--- src/rtl/timer_pkg.sv ---
// Shared types and default sizes for the interval-counter initiator.
package timer_pkg;

  localparam int CNT_W_DEF       = 32;
  localparam int EXP_W_DEF       = 16;
  localparam int ARM_TIMEOUT_DEF = 4;

  typedef enum logic [1:0] {
    ST_IDLE = 2'd0,
    ST_ARM  = 2'd1,
    ST_RUN  = 2'd2,
    ST_DONE = 2'd3
  } state_e;

endpackage

--- src/rtl/timer_sequencer.sv ---
// Initiator for the enable/status interval counter: arms it, waits for expiry,
// and keeps the expiry pulse, sticky IRQ, expiry tally and a captured count.
module timer_sequencer
  import timer_pkg::*;
#(
  parameter int CNT_W       = CNT_W_DEF,
  parameter int EXP_W       = EXP_W_DEF,
  parameter int ARM_TIMEOUT = ARM_TIMEOUT_DEF
) (
  input  logic             clk,
  input  logic             nreset,
  input  logic             start,
  input  logic             stop,
  input  logic             auto_reload,
  input  logic             capture,
  input  logic             irq_ack,
  input  logic [CNT_W-1:0] counter_value,
  input  logic             counter_status,
  output logic             counter_mode,
  output logic             busy,
  output logic             irq,
  output logic             expire_pulse,
  output logic [EXP_W-1:0] expire_count,
  output logic [CNT_W-1:0] captured_value,
  output logic             arm_error
);

  localparam int              TMO_W    = $clog2(ARM_TIMEOUT) + 1;
  localparam logic [TMO_W-1:0] TMO_LOAD = TMO_W'(ARM_TIMEOUT);

  state_e           r_state;
  state_e           w_state_nxt;
  logic [TMO_W-1:0] r_tmo;
  logic [TMO_W-1:0] w_tmo_nxt;
  logic             w_accept;
  logic             w_timeout;
  logic             w_expire;

  logic             r_mode;
  logic             r_busy;
  logic             r_irq;
  logic             r_pulse;
  logic             r_err;
  logic [EXP_W-1:0] r_ecount;
  logic [CNT_W-1:0] r_cap;

  // Next-state logic; status is stale on the first ARM cycle (r_tmo still at load value)
  always_comb begin
    w_state_nxt = r_state;
    w_tmo_nxt   = r_tmo;
    w_accept    = 1'b0;
    w_timeout   = 1'b0;
    w_expire    = 1'b0;
    case (r_state)
      ST_IDLE: begin
        if (start && !stop) begin
          w_state_nxt = ST_ARM;
          w_tmo_nxt   = TMO_LOAD;
          w_accept    = 1'b1;
        end else begin
          w_state_nxt = ST_IDLE;
        end
      end
      ST_ARM: begin
        w_tmo_nxt = r_tmo - TMO_W'(1);
        if (stop) begin
          w_state_nxt = ST_IDLE;
        end else if ((r_tmo != TMO_LOAD) && !counter_status) begin
          w_state_nxt = ST_RUN;
        end else if (r_tmo == TMO_W'(1)) begin
          w_state_nxt = ST_IDLE;
          w_timeout   = 1'b1;
        end else begin
          w_state_nxt = ST_ARM;
        end
      end
      ST_RUN: begin
        if (stop) begin
          w_state_nxt = ST_IDLE;
        end else if (counter_status) begin
          w_state_nxt = ST_DONE;
          w_expire    = 1'b1;
        end else begin
          w_state_nxt = ST_RUN;
        end
      end
      ST_DONE: begin
        if (stop || !auto_reload) begin
          w_state_nxt = ST_IDLE;
        end else begin
          w_state_nxt = ST_ARM;
          w_tmo_nxt   = TMO_LOAD;
        end
      end
      default: begin
        w_state_nxt = ST_IDLE;
      end
    endcase
  end

  // State and ARM timeout counter
  always_ff @(posedge clk or negedge nreset) begin
    if (!nreset) begin
      r_state <= ST_IDLE;
      r_tmo   <= '0;
    end else begin
      r_state <= w_state_nxt;
      r_tmo   <= w_tmo_nxt;
    end
  end

  // Outputs registered from the state being entered, so they line up with it
  always_ff @(posedge clk or negedge nreset) begin
    if (!nreset) begin
      r_mode   <= 1'b0;
      r_busy   <= 1'b0;
      r_irq    <= 1'b0;
      r_pulse  <= 1'b0;
      r_err    <= 1'b0;
      r_ecount <= '0;
      r_cap    <= '0;
    end else begin
      r_mode  <= (w_state_nxt == ST_ARM) || (w_state_nxt == ST_RUN);
      r_busy  <= (w_state_nxt != ST_IDLE);
      r_pulse <= w_expire;
      if (w_expire) begin
        r_ecount <= r_ecount + EXP_W'(1);
      end
      // An ack during the DONE cycle must not clear the interrupt just raised
      r_irq <= w_expire || (r_state == ST_DONE) || (r_irq && !irq_ack);
      if (w_accept) begin
        r_err <= 1'b0;
      end else if (w_timeout) begin
        r_err <= 1'b1;
      end
      if (capture) begin
        r_cap <= counter_value;
      end
    end
  end

  assign counter_mode   = r_mode;
  assign busy           = r_busy;
  assign irq            = r_irq;
  assign expire_pulse   = r_pulse;
  assign expire_count   = r_ecount;
  assign captured_value = r_cap;
  assign arm_error      = r_err;

endmodule
--- config.mk ---
export PLATFORM = sky130hd
export DESIGN_NAME = timer_sequencer
export DESIGN_NICKNAME = d
export VERILOG_FILES = /design/src/rtl/timer_pkg.sv /design/src/rtl/timer_sequencer.sv
export SDC_FILE = /design/constraint.sdc
export NUM_CORES = 1
export LEC_CHECK = 0
export ABC_AREA = 1
export BUFFER_PORTS_ARGS = -buffer_cell sky130_fd_sc_hd__buf_4
export CAP_MARGIN = 10
export CELL_PAD_IN_SITES_DETAIL_PLACEMENT = 1
export CELL_PAD_IN_SITES_GLOBAL_PLACEMENT = 2
export CORE_MARGIN = 2
export CORE_UTILIZATION = 32
export CTS_CLUSTER_DIAMETER = 30
export DETAILED_ROUTE_END_ITERATION = 8
export GPL_ROUTABILITY_DRIVEN = 0
export PLACE_DENSITY_LB_ADDON = 0.1
export SKIP_CTS_REPAIR_TIMING = 1
export SYNTH_ARGS = -nofsm -noshare
export SYNTH_HDL_FRONTEND = slang
export SYNTH_SLANG_ARGS = --single-unit
export TNS_END_PERCENT = 50
--- constraint.sdc ---
create_clock -name clk -period 3.4 [get_ports clk]
set_input_delay 0.17 -clock clk [delete_from_list [all_inputs] [get_ports clk]]
set_output_delay 0.17 -clock clk [all_outputs]
set_load 0.05 [all_outputs]
==> impl_metrics.py <==
metrics = {
    "finish": {
        "antenna_cells": 0,
        "post_route_cells_drive_above_1_share_pct": 44.4,
        "final_cell_area_excluding_filler_cells_mm2": 0.00354,
        "areaGrowthSynthToFinish_pct": 40.2,
        "final_nets": 372,
        "final_core_utilization_pct": 46.1,
    },
    "critical_path": {
        "worstRegToRegCells": 7,
        "timing.setup.critical_path_class": "reg -> reg",
        "cp_slowest_cell": "sky130_fd_sc_hd__dfrtp_1",
        "cp-end-kind": "register",
        "worst_ep_required_time_ps": 3620,
        "path_common_cell": "sky130_fd_sc_hd__ha_1",
        "cpPeakStageDelay_ps": 390,
        "critical_path_peak_fanout": 4,
        "cp_cell_sequence": "inv_1 -> ha_1 -> ha_1 -> or2_2 -> o21ai_0 -> nand2_1 -> ha_1",
        "startpoint_type": "register",
        "worstPathArrival_ps": 1970,
    },
    "route": {
        "antenna_violating_nets_post_route": 0,
        "post-route-drc-count": 0,
        "routed_wirelength_mm": 5.89,
        "drt_iter0_markers": 30,
        "detail_route.first_pass.iterations": 4,
        "routedWlPerCell_um": 13.6,
        "route.vias.total": 1922,
        "detail_route.vias_per_cell": 4.44,
    },
    "synthesis": {
        "synthFlopType": "sky130_fd_sc_hd__dfrtp_1",
        "netlist_instances": 227,
        "most_frequent_cell_after_synthesis": "sky130_fd_sc_hd__dfrtp_1",
        "synth_enable_flop_cells": 0,
        "netlist.top_cell.by_area": "sky130_fd_sc_hd__dfrtp_1",
        "yosysWarnings": 0,
        "ys_top_cells_by_area": "sky130_fd_sc_hd__dfrtp_1 57%, sky130_fd_sc_hd__mux2_2 13%, sky130_fd_sc_hd__nand2_1 7.1%",
        "synth_cell_type_count": 25,
        "mappedNetlistArea_mm2": 0.00253,
        "synth.yosys.seq_area_share_pct": 57.4,
        "synth-async-reset-ratio_pct": 100,
        "mappedNetlistNets": 272,
        "postSynthRegisterBits": 58,
        "synth.avg_cell_area_um2": 11.1,
        "synth_top_cells_by_count": "58 x sky130_fd_sc_hd__dfrtp_1, 48 x sky130_fd_sc_hd__nand2_1, 30 x sky130_fd_sc_hd__mux2_2",
        "post-synth-top-area-fraction_pct": 57.4,
    },
    "power_and_ir_drop": {
        "power_leakage_nw": 1.79,
        "max-vdd-ir-drop_uv": 257,
        "finalPower_mw": 2.09,
        "power_density_mw_per_mm2": 590,
    },
    "global_route": {
        "antenna_found_initial": 0,
        "grt_first_pass_wirelength_mm": 9.83,
        "via_count_of_the_first_global_routing_pass": 1975,
        "globalRoute.totalOverflow": 0,
        "grtUsageTotal_pct": 14.9,
        "grt_max_degree": 59,
    },
    "clock_tree": {
        "tritoncts_clock_tree": "done",
        "clockRootBuffer": "sky130_fd_sc_hd__clkbuf_8",
        "numClockSinks": 58,
        "worst_skew_pair.late_latency_ps": 330,
        "max-clock-path-buffers": 2,
        "cts-buffers-inserted": 9,
        "ctsHtreeMaxLevel": 3,
        "path_clk_slew_ps": 60,
    },
    "sta": {
        "hold_viol": 0,
        "timing.final.setup_violations": 0,
        "unrepaired_setup_endpoints_after_global_routing": "no",
        "fin_worst_hold_slack_ps": 51.9,
        "period_minus_slack_ps": 1760,
        "final-max-slew-violation-count": 0,
        "finalClockSkew_ps": 6.63,
        "min_period_over_period_pct": 51.7,
        "worstMarginPinSlew_ps": 755,
        "finalSetupTns_ps": 0,
        "relSlewSlack_pct": 49.6,
        "fmax_ghz": 0.569,
    },
    "die": {
        "core_mm2": 0.00769,
        "floorplan.initialDensity_pct": 32.9,
        "die-area_mm2": 0.00862,
        "die_height_um": 92.9,
        "fp.dieW_um": 92.9,
        "top_level_ports": 93,
        "floorplan.rows": 32,
    },
    "worst_hold_path": {
        "holdCritPathClass": "in -> reg",
        "min_delay_path_depth": 2,
    },
    "place": {
        "post-dp-hpwl_mm": 4.25,
        "placement.cell_area_mm2": 0.00333,
        "port-buffer-count": 92,
    },
    "flow_run": {
        "maxCapViolCount": 0,
    },
    "run_status": {
        "outcome": "completed",
    },
}
## registers in the layout, summed over array words and instances, names as in the netlist
name,count
captured_value,32
r_tmo,3
r_state,2
expire_pulse,1
irq,1
busy,1
expire_count,16
counter_mode,1
arm_error,1
## cells by family after synthesis
family                     count (synthesis)  share of synthesized area (%)
and+or+nand+nor                           86                           16.6
DFF                                       58                           57.4
muxes                                     32                           14.3
buffers and inverters                     30                           4.70
AOI/OAI and AO/OA                          8                           1.73
xor gates and xnor gates                   8                           2.77
adders and majority gates                  5                           2.48
## placed cells by master (no fill, tap or decap)
master,count
sky130_fd_sc_hd__nand2_2,1
sky130_fd_sc_hd__o221ai_1,1
sky130_fd_sc_hd__dfrtp_1,58
sky130_fd_sc_hd__nand4_1,5
sky130_fd_sc_hd__nor3_1,1
sky130_fd_sc_hd__nand3b_1,2
sky130_fd_sc_hd__nand3_4,1
sky130_fd_sc_hd__buf_4,92
sky130_fd_sc_hd__clkbuf_8,9
sky130_fd_sc_hd__a21oi_1,2
sky130_fd_sc_hd__xor2_1,3
sky130_fd_sc_hd__nor2_4,2
sky130_fd_sc_hd__nand3_1,8
sky130_fd_sc_hd__xnor2_1,5
sky130_fd_sc_hd__inv_1,23
sky130_fd_sc_hd__nor2_1,15
sky130_fd_sc_hd__nor2_8,2
sky130_fd_sc_hd__dlygate4sd3_1,1
sky130_fd_sc_hd__bufinv_16,2
sky130_fd_sc_hd__clkinvlp_4,1
sky130_fd_sc_hd__nand2_1,48
sky130_fd_sc_hd__inv_2,2
sky130_fd_sc_hd__mux2_1,2
sky130_fd_sc_hd__o21ai_0,5
sky130_fd_sc_hd__ha_1,5
sky130_fd_sc_hd__mux2_2,30
sky130_fd_sc_hd__inv_4,1
sky130_fd_sc_hd__or2_2,1
sky130_fd_sc_hd__clkinv_2,3
## layer usage
| metal | routed length (um) | part of all wire (%) | vias up | GRT usage, % |
|---|---|---|---|---|
| met5 | 0 | 0 | - | 0 |
| met4 | 90 | 1.5 | 0 | 6.50 |
| met3 | 417 | 7.1 | 6 | 5.13 |
| met2 | 2520 | 43 | 72 | 21.2 |
| met1 | 2850 | 48 | 913 | 20.6 |
| li1 | - | - | 931 | - |
## power by group
part / switching [mW] / internal (mW)
Clock: 0.276 / 0.404
Combinational: 0.380 / 0.197
Sequential: 0.0571 / 0.776
Total: 0.713 / 1.38
## cell type report
type	count	area, um2
multi-input combinational	139	957
tap	102	128
clock buffer	9	124
inverter	26	100
timing repair buffer	93	701
sequential	58	1450
clock inverter	6	82.6
fill	875	4140
## worst paths after layout
check                                        from            endpoint  slack [ps]
worst min register to register  captured_value[5]   captured_value[5]         480
worst min-delay path             counter_value[5]   captured_value[5]          50
min in group asynchronous                  nreset  captured_value[21]         450
max in group asynchronous                  nreset                busy        2460
worst max register to register           r_tmo[0]        counter_mode        1640
worst max-delay path                     r_tmo[0]        counter_mode        1640
## stage by stage
step / worst slack [ps] / instances
CTS: 1620 / 432
global placement: 1680 / 417
floorplan: 1760 / 227
detailed placement: 1650 / 417
finish: 1640 / 433
global route: 1510 / 433
## worst max-delay path, delay by kind of cell (launching register included)
family,cells,cell delay (ps)
compound gates,1,170
fa+ha+maj,3,630
buf+inv,1,60
flops,1,390
simple gates,2,380
No activity file was read; power rests on OpenSTA's default activity.
